**src/rtl/tinyodin_obi_loader.sv**
```systemverilog
// tinyODIN OBI loader: 2-D burst write sequencer feeding the tinyODIN
// OBI slave (spike / neuron / synapse / control regions).
//   CLK, RSTN        clock, synchronous active-low reset
//   cmd_*            burst command (region, base, rows, row_len, stride,
//                    stream/constant select, fill word), valid/ready
//   data_*           write-data stream, valid/ready
//   obi_master_*     flattened OBI request (req/we/be/addr/wdata) and
//                    response (gnt/rvalid)
//   busy_o, done_o   command in progress, one-cycle completion pulse
module tinyodin_obi_loader #(
  parameter int MAX_OUTST = 4
) (
  input  logic        CLK,
  input  logic        RSTN,
  input  logic        cmd_valid_i,
  output logic        cmd_ready_o,
  input  logic [1:0]  cmd_region_i,
  input  logic [12:0] cmd_base_i,
  input  logic [8:0]  cmd_rows_i,
  input  logic [5:0]  cmd_row_len_i,
  input  logic [12:0] cmd_stride_i,
  input  logic        cmd_stream_i,
  input  logic [31:0] cmd_fill_i,
  input  logic        data_valid_i,
  input  logic [31:0] data_i,
  output logic        data_ready_o,
  output logic        obi_master_req_o,
  output logic        obi_master_we_o,
  output logic [3:0]  obi_master_be_o,
  output logic [31:0] obi_master_addr_o,
  output logic [31:0] obi_master_wdata_o,
  input  logic        obi_master_gnt_i,
  input  logic        obi_master_rvalid_i,
  output logic        busy_o,
  output logic        done_o
);

  localparam int CW = $clog2(MAX_OUTST + 1);
  localparam logic [CW-1:0] MAX_C = CW'(MAX_OUTST);

  typedef enum logic [1:0] {
    S_IDLE, S_ISSUE, S_DRAIN, S_DONE
  } state_t;

  state_t        r_state;
  logic          r_cmd_ready;
  logic [1:0]    r_region;
  logic [5:0]    r_row_len;
  logic [12:0]   r_stride;
  logic          r_stream;
  logic [31:0]   r_fill;
  logic [12:0]   r_row_start;
  logic [5:0]    r_col;
  logic [8:0]    r_rows_left;
  logic          r_more;
  logic [CW-1:0] r_outst;
  logic          r_req;
  logic          r_we;
  logic [3:0]    r_be;
  logic [31:0]   r_addr;
  logic [31:0]   r_wdata;

  logic          w_idle;
  logic          w_acc;
  logic          w_empty;
  logic          w_gnt;
  logic          w_free;
  logic          w_room;
  logic          w_src;
  logic          w_load;
  logic          w_last_col;
  logic [CW-1:0] w_outst_nxt;
  logic [12:0]   w_start;
  logic [12:0]   w_stride;
  logic [5:0]    w_col;
  logic [5:0]    w_len;
  logic [8:0]    w_rows;
  logic [1:0]    w_region;
  logic [12:0]   w_idx;
  logic [12:0]   w_midx;
  logic [31:0]   w_addr;
  logic [31:0]   w_data;

  assign w_idle  = (r_state == S_IDLE);
  assign w_acc   = w_idle & cmd_valid_i & r_cmd_ready;
  assign w_empty = (cmd_rows_i == 9'd0) | (cmd_row_len_i == 6'd0);

  assign w_gnt  = r_req & obi_master_gnt_i;
  assign w_free = ~r_req | obi_master_gnt_i;

  assign w_outst_nxt = r_outst + CW'(w_gnt)
                     - CW'(obi_master_rvalid_i);
  // Loading only when the post-grant count is below the limit
  // guarantees the loaded word can be granted without overflow.
  assign w_room = (w_outst_nxt < MAX_C);

  assign w_src = (r_state == S_ISSUE) & w_free & r_more & w_room;
  assign data_ready_o = w_src & r_stream;

  // Constant bursts load word 0 directly at command accept.
  assign w_load = (w_src & (~r_stream | data_valid_i))
                | (w_acc & ~cmd_stream_i & ~w_empty);

  assign w_start  = w_idle ? cmd_base_i    : r_row_start;
  assign w_stride = w_idle ? cmd_stride_i  : r_stride;
  assign w_col    = w_idle ? 6'd0          : r_col;
  assign w_len    = w_idle ? cmd_row_len_i : r_row_len;
  assign w_rows   = w_idle ? cmd_rows_i    : r_rows_left;
  assign w_region = w_idle ? cmd_region_i  : r_region;

  assign w_idx      = w_start + {7'd0, w_col};
  assign w_last_col = (w_col == (w_len - 6'd1));

  always_comb begin
    w_midx = 13'd0;
    unique case (w_region)
      2'b00: w_midx = {7'd0, w_idx[5:0]};
      2'b01: w_midx = {5'd0, w_idx[7:0]};
      2'b10: w_midx = w_idx;
      2'b11: w_midx = 13'd0;
    endcase
  end

  assign w_addr = {10'd0, w_region, 20'd0}
                | {17'd0, w_midx, 2'b00};

  assign w_data = w_idle   ? cmd_fill_i :
                  r_stream ? data_i     : r_fill;

  always_ff @(posedge CLK) begin
    if (!RSTN) begin
      r_state     <= S_IDLE;
      r_cmd_ready <= 1'b0;
      r_region    <= 2'd0;
      r_row_len   <= 6'd0;
      r_stride    <= 13'd0;
      r_stream    <= 1'b0;
      r_fill      <= 32'd0;
      r_row_start <= 13'd0;
      r_col       <= 6'd0;
      r_rows_left <= 9'd0;
      r_more      <= 1'b0;
      r_outst     <= '0;
      r_req       <= 1'b0;
      r_we        <= 1'b0;
      r_be        <= 4'd0;
      r_addr      <= 32'd0;
      r_wdata     <= 32'd0;
    end else begin
      r_outst <= w_outst_nxt;

      if (w_gnt && !w_load) r_req <= 1'b0;

      if (w_acc) begin
        r_region    <= cmd_region_i;
        r_row_len   <= cmd_row_len_i;
        r_stride    <= cmd_stride_i;
        r_stream    <= cmd_stream_i;
        r_fill      <= cmd_fill_i;
        r_row_start <= cmd_base_i;
        r_col       <= 6'd0;
        r_rows_left <= cmd_rows_i;
        r_more      <= ~w_empty;
      end

      if (w_load) begin
        r_req   <= 1'b1;
        r_we    <= 1'b1;
        r_be    <= 4'hF;
        r_addr  <= w_addr;
        r_wdata <= w_data;
        if (w_last_col) begin
          r_col       <= 6'd0;
          r_row_start <= w_start + w_stride;
          r_rows_left <= w_rows - 9'd1;
          r_more      <= (w_rows != 9'd1);
        end else begin
          r_col       <= w_col + 6'd1;
          r_row_start <= w_start;
          r_rows_left <= w_rows;
          r_more      <= 1'b1;
        end
      end

      unique case (r_state)
        S_IDLE: begin
          r_cmd_ready <= 1'b1;
          if (w_acc) begin
            r_cmd_ready <= 1'b0;
            r_state     <= w_empty ? S_DONE : S_ISSUE;
          end
        end
        S_ISSUE: begin
          if (w_gnt && !r_more) r_state <= S_DRAIN;
        end
        S_DRAIN: begin
          if (w_outst_nxt == '0) r_state <= S_DONE;
        end
        S_DONE: begin
          r_state     <= S_IDLE;
          r_cmd_ready <= 1'b1;
        end
      endcase
    end
  end

  assign cmd_ready_o        = r_cmd_ready;
  assign obi_master_req_o   = r_req;
  assign obi_master_we_o    = r_we;
  assign obi_master_be_o    = r_be;
  assign obi_master_addr_o  = r_addr;
  assign obi_master_wdata_o = r_wdata;
  assign busy_o             = (r_state != S_IDLE);
  assign done_o             = (r_state == S_DONE);

endmodule

```
**config.mk**
```make
export PLATFORM = sky130hd
export DESIGN_NAME = tinyodin_obi_loader
export DESIGN_NICKNAME = d
export VERILOG_FILES = /design/src/rtl/tinyodin_obi_loader.sv
export SDC_FILE = /design/constraint.sdc
export NUM_CORES = 1
export LEC_CHECK = 0
export CORE_MARGIN = 3
export CORE_UTILIZATION = 46
export CTS_CLUSTER_DIAMETER = 50
export DETAILED_ROUTE_END_ITERATION = 7
export MAX_ROUTING_LAYER = met4
export PLACE_DENSITY = 0.89
export SYNTH_ARGS = -nofsm -noshare
export SYNTH_HDL_FRONTEND = slang
export SYNTH_SLANG_ARGS = --single-unit
```
**constraint.sdc**
```tcl
create_clock -name CLK -period 4.33 [get_ports CLK]
set_clock_uncertainty 0.05 [all_clocks]
set_input_delay 0.433 -clock CLK [delete_from_list [all_inputs] [get_ports CLK]]
set_output_delay 0.433 -clock CLK [all_outputs]
set_load 0.05 [all_outputs]
```
==> results.sh <==
export IMPL_grt_pass1_vias=7834
export IMPL_drt_initial_drc_count=773
export IMPL_rr_startpoint="r_state[0]"
export IMPL_synth_top_family_by_area="simple AND/OR/NAND/NOR gates"
export IMPL_drv_slew=0
export IMPL_maxCapViolCount=0
export IMPL_grt_usage_pct=24.2
export IMPL_synth_compound_area_share_pct=17.7
export IMPL_yosysWarnings=0
export IMPL_cts_htree_levels=4
export IMPL_grt_max_degree=89
export IMPL_ys_seq_area_share_pct=33.8
export IMPL_wl_mm=23.3
export IMPL_worstRegToRegCells=12
export IMPL_async_flop_share_pct=0
export IMPL_cts_buffers=17
export IMPL_io_buffers=170
export IMPL_pwr_density_cell_nw_per_um2=530
export IMPL_critPathLaunch="obi_master_gnt_i"
export IMPL_ant_nets=0
export IMPL_totalPowerFinal_mw=5.59
export IMPL_hold_path_startpoint="obi_master_wdata_o[23]"
export IMPL_worst_path_max_fanout=3
export IMPL_path_class="primary input to output port"
export IMPL_crit_arrival_ps=3350
export IMPL_start_kind="primary input"
export IMPL_dp_final_hpwl_mm=16.2
export IMPL_peakVddDrop_mv=0.336
export IMPL_grt_pass1_wl_mm=38.0
export IMPL_n_fill_cell=1430
export IMPL_relSlewSlack_pct=36.2
export IMPL_num_rows=48
export IMPL_syn_instance_count=1079
export IMPL_nets=1355
export IMPL_worst_ep_required_time_ps=3850
export IMPL_ios=188
export IMPL_leakagePower_nw=4.00
export IMPL_max_freq_ghz=0.261
export IMPL_die_w_um=139
export IMPL_avgSynthCellArea_um2=7.58
export IMPL_synth_seq_cells=138
export IMPL_status="finished clean"
export IMPL_fin_hold_ws_ps=398
export IMPL_clock_latency_ps=420
export IMPL_synth_top_area_share_pct=33.8
export IMPL_yosys_area_share_simple_pct=22.4
export IMPL_core_um2=17400
export IMPL_vias_per_cell=5.56
export IMPL_place_congestion=0.918
export IMPL_clock_sinks=138
export IMPL_hold_buffers=0
export IMPL_post_cts_setup_buffers=0
export IMPL_dieArea_um2=19400
export IMPL_hold_viol=0
export IMPL_final_layout_size_suffix_gt1_share_pct=6.76
export IMPL_first_pass_iters=5
export IMPL_root_buffer="clkbuf_16"
export IMPL_period_share_pct=88.5
export IMPL_die_y_um=139
export IMPL_cts_tree="built"
export IMPL_rsz0062_at_grt="false"
export IMPL_fin_crit_ps=3830
export IMPL_vias=8079
export IMPL_synth_edf_count=0
export IMPL_clkTransAtPathRegs_ps=60
export IMPL_drt_wirelength_per_cell_um=16.0
export IMPL_multi_input_area_um2=4980
export IMPL_synth_area_leaders="dfxtp_1 34%, nand2_1 13%, a21oi_1 7.8%, mux2i_1 7.3%, ha_1 3.8%"
export IMPL_grt_overflow_total=0
export IMPL_clockBufferDepth=2
export IMPL_drc=0
export IMPL_regArea_um2=2760
export IMPL_yosysUniqueCellTypes=68
export IMPL_start_util_pct=47.1
export IMPL_synth_adder_area_share_pct=4.32
export IMPL_tightestPinTransition_ps=957
export IMPL_setup_viol=0
export IMPL_synthFlopType="dfxtp_1"
export IMPL_endpoint_kind="output port"
export IMPL_synthMuxAreaShare_pct=10.5
export IMPL_hp_class="flop to flop"
export IMPL_antenna_found_initial=1
export IMPL_holdPathStages=2
export IMPL_syn_area_um2=8170
export IMPL_area_delta_synth_final_pct=29.0
export IMPL_final_setup_tns_ps=0
export IMPL_yosysTopAreaCell="dfxtp_1"
export IMPL_synthXorXnorAreaFrac_pct=4.67
export IMPL_cts_resized=0
==> final timing paths <==
check / endpoint / slack (ps)
max: data_ready_o / 500
min reg2reg: obi_master_wdata_o[23] / 400
max reg2reg: r_row_start[12] / 560
min: obi_master_wdata_o[23] / 400
==> where the power goes <==
group | total (mW) | switching, mW | internal (mW) | leakage [nW]
logic | 2.59 | 1.59 | 1.01 | 2.61
registers | 1.61 | 0.131 | 1.47 | 1.12
clock network | 1.40 | 0.538 | 0.858 | 0.268
==> sequential cells by signal, indices dropped and copies added, names as in the netlist, 2 cells and up <==
| signal | flops |
|---|---|
| r_state | 2 |
| r_region | 2 |
| r_row_len | 6 |
| r_rows_left | 9 |
| obi_master_wdata_o | 32 |
| r_fill | 32 |
| r_row_start | 13 |
| r_col | 6 |
| r_outst | 3 |
| r_stride | 13 |
| obi_master_addr_o | 15 |
==> kinds of logic (layout without fill, tap and decap cells) <==
| group | count (synthesis) | after routing |
|---|---|---|
| mux | 83 | 83 |
| simple gates | 429 | 429 |
| xor+xnor | 42 | 42 |
| fa+ha+maj | 27 | 27 |
| flops | 138 | 138 |
| compound gates | 248 | 248 |
| buf+inv | 111 | 243 |
| other cells | 1 | 18 |
==> worst max-delay path, cell delays in order <==
cell             delay [ps]
clkdlybuf4s50_1         470
nand2_1                  80
ha_1                    270
inv_1                    60
ha_1                    130
inv_1                    50
fa_1                    410
xnor2_1                 160
xnor2_1                 170
nor3_1                  220
clkdlybuf4s50_1         900
==> layout by cell type, fill, tap and decap left out, drive strengths merged, types with 7 or more instances in the layout <==
master	instances
mux2i	60
a21o	7
buf	20
xnor2	28
mux2	23
inv	19
clkdlybuf4s50	170
and3	7
nand3	20
nor2b	9
ha	25
clkbuf	24
a211oi	9
nand2	284
o21ai	59
nor3	19
conb	17
dfxtp	138
nor2	54
a22oi	9
xor2	13
a21oi	128
==> Yosys cell counts (3+ instances only) <==
| master | instances |
|---|---|
| a211oi_1 | 9 |
| a21o_1 | 7 |
| a21oi_1 | 128 |
| a221oi_1 | 3 |
| a22oi_1 | 9 |
| a311oi_1 | 5 |
| and2_1 | 6 |
| and3_1 | 7 |
| buf_1 | 4 |
| buf_2 | 14 |
| buf_4 | 22 |
| clkbuf_1 | 48 |
| dfxtp_1 | 138 |
| ha_1 | 25 |
| inv_1 | 18 |
| mux2_2 | 23 |
| mux2i_1 | 60 |
| nand2_1 | 284 |
| nand2b_1 | 4 |
| nand3_1 | 20 |
| nand4_1 | 3 |
| nor2_1 | 54 |
| nor2b_1 | 9 |
| nor3_1 | 18 |
| nor4_1 | 4 |
| nor4b_1 | 3 |
| o211ai_1 | 5 |
| o21ai_0 | 59 |
| or3_1 | 3 |
| xnor2_1 | 28 |
| xor2_1 | 13 |
==> routing by layer <==
layer	GRT usage, %	wire (um)	part of all wire [%]	vias to the layer above
li1	-	-	-	3937
met1	29.4	9830	42	3759
met2	38.5	11200	48	307
met3	4.50	1370	5.9	76
met4	12.1	963	4.1	0
met5	-	0	0	-
==> through the flow <==
stage,cell area (um2),setup WS (ps),std cells,utilization [%]
4_1_cts,10500,492,1452,60.7
3_5_place_dp,9980,418,1420,57.5
2_1_floorplan,8260,29.4,1095,-
5_1_grt,10500,307,1453,60.7
3_3_place_gp,9980,497,1420,57.5
6_report,10500,500,1453,60.7
==> final cells by class <==
cell class	count	area share [%]
antenna	1	0.0237
clock buffer	24	4.38
clock inverter	8	0.902
inverter	21	0.759
multi-input combinational	846	47.3
sequential	138	26.2
tap	225	2.67
timing repair buffer	190	17.8
Note: power is estimated with default switching activity, not from simulation.
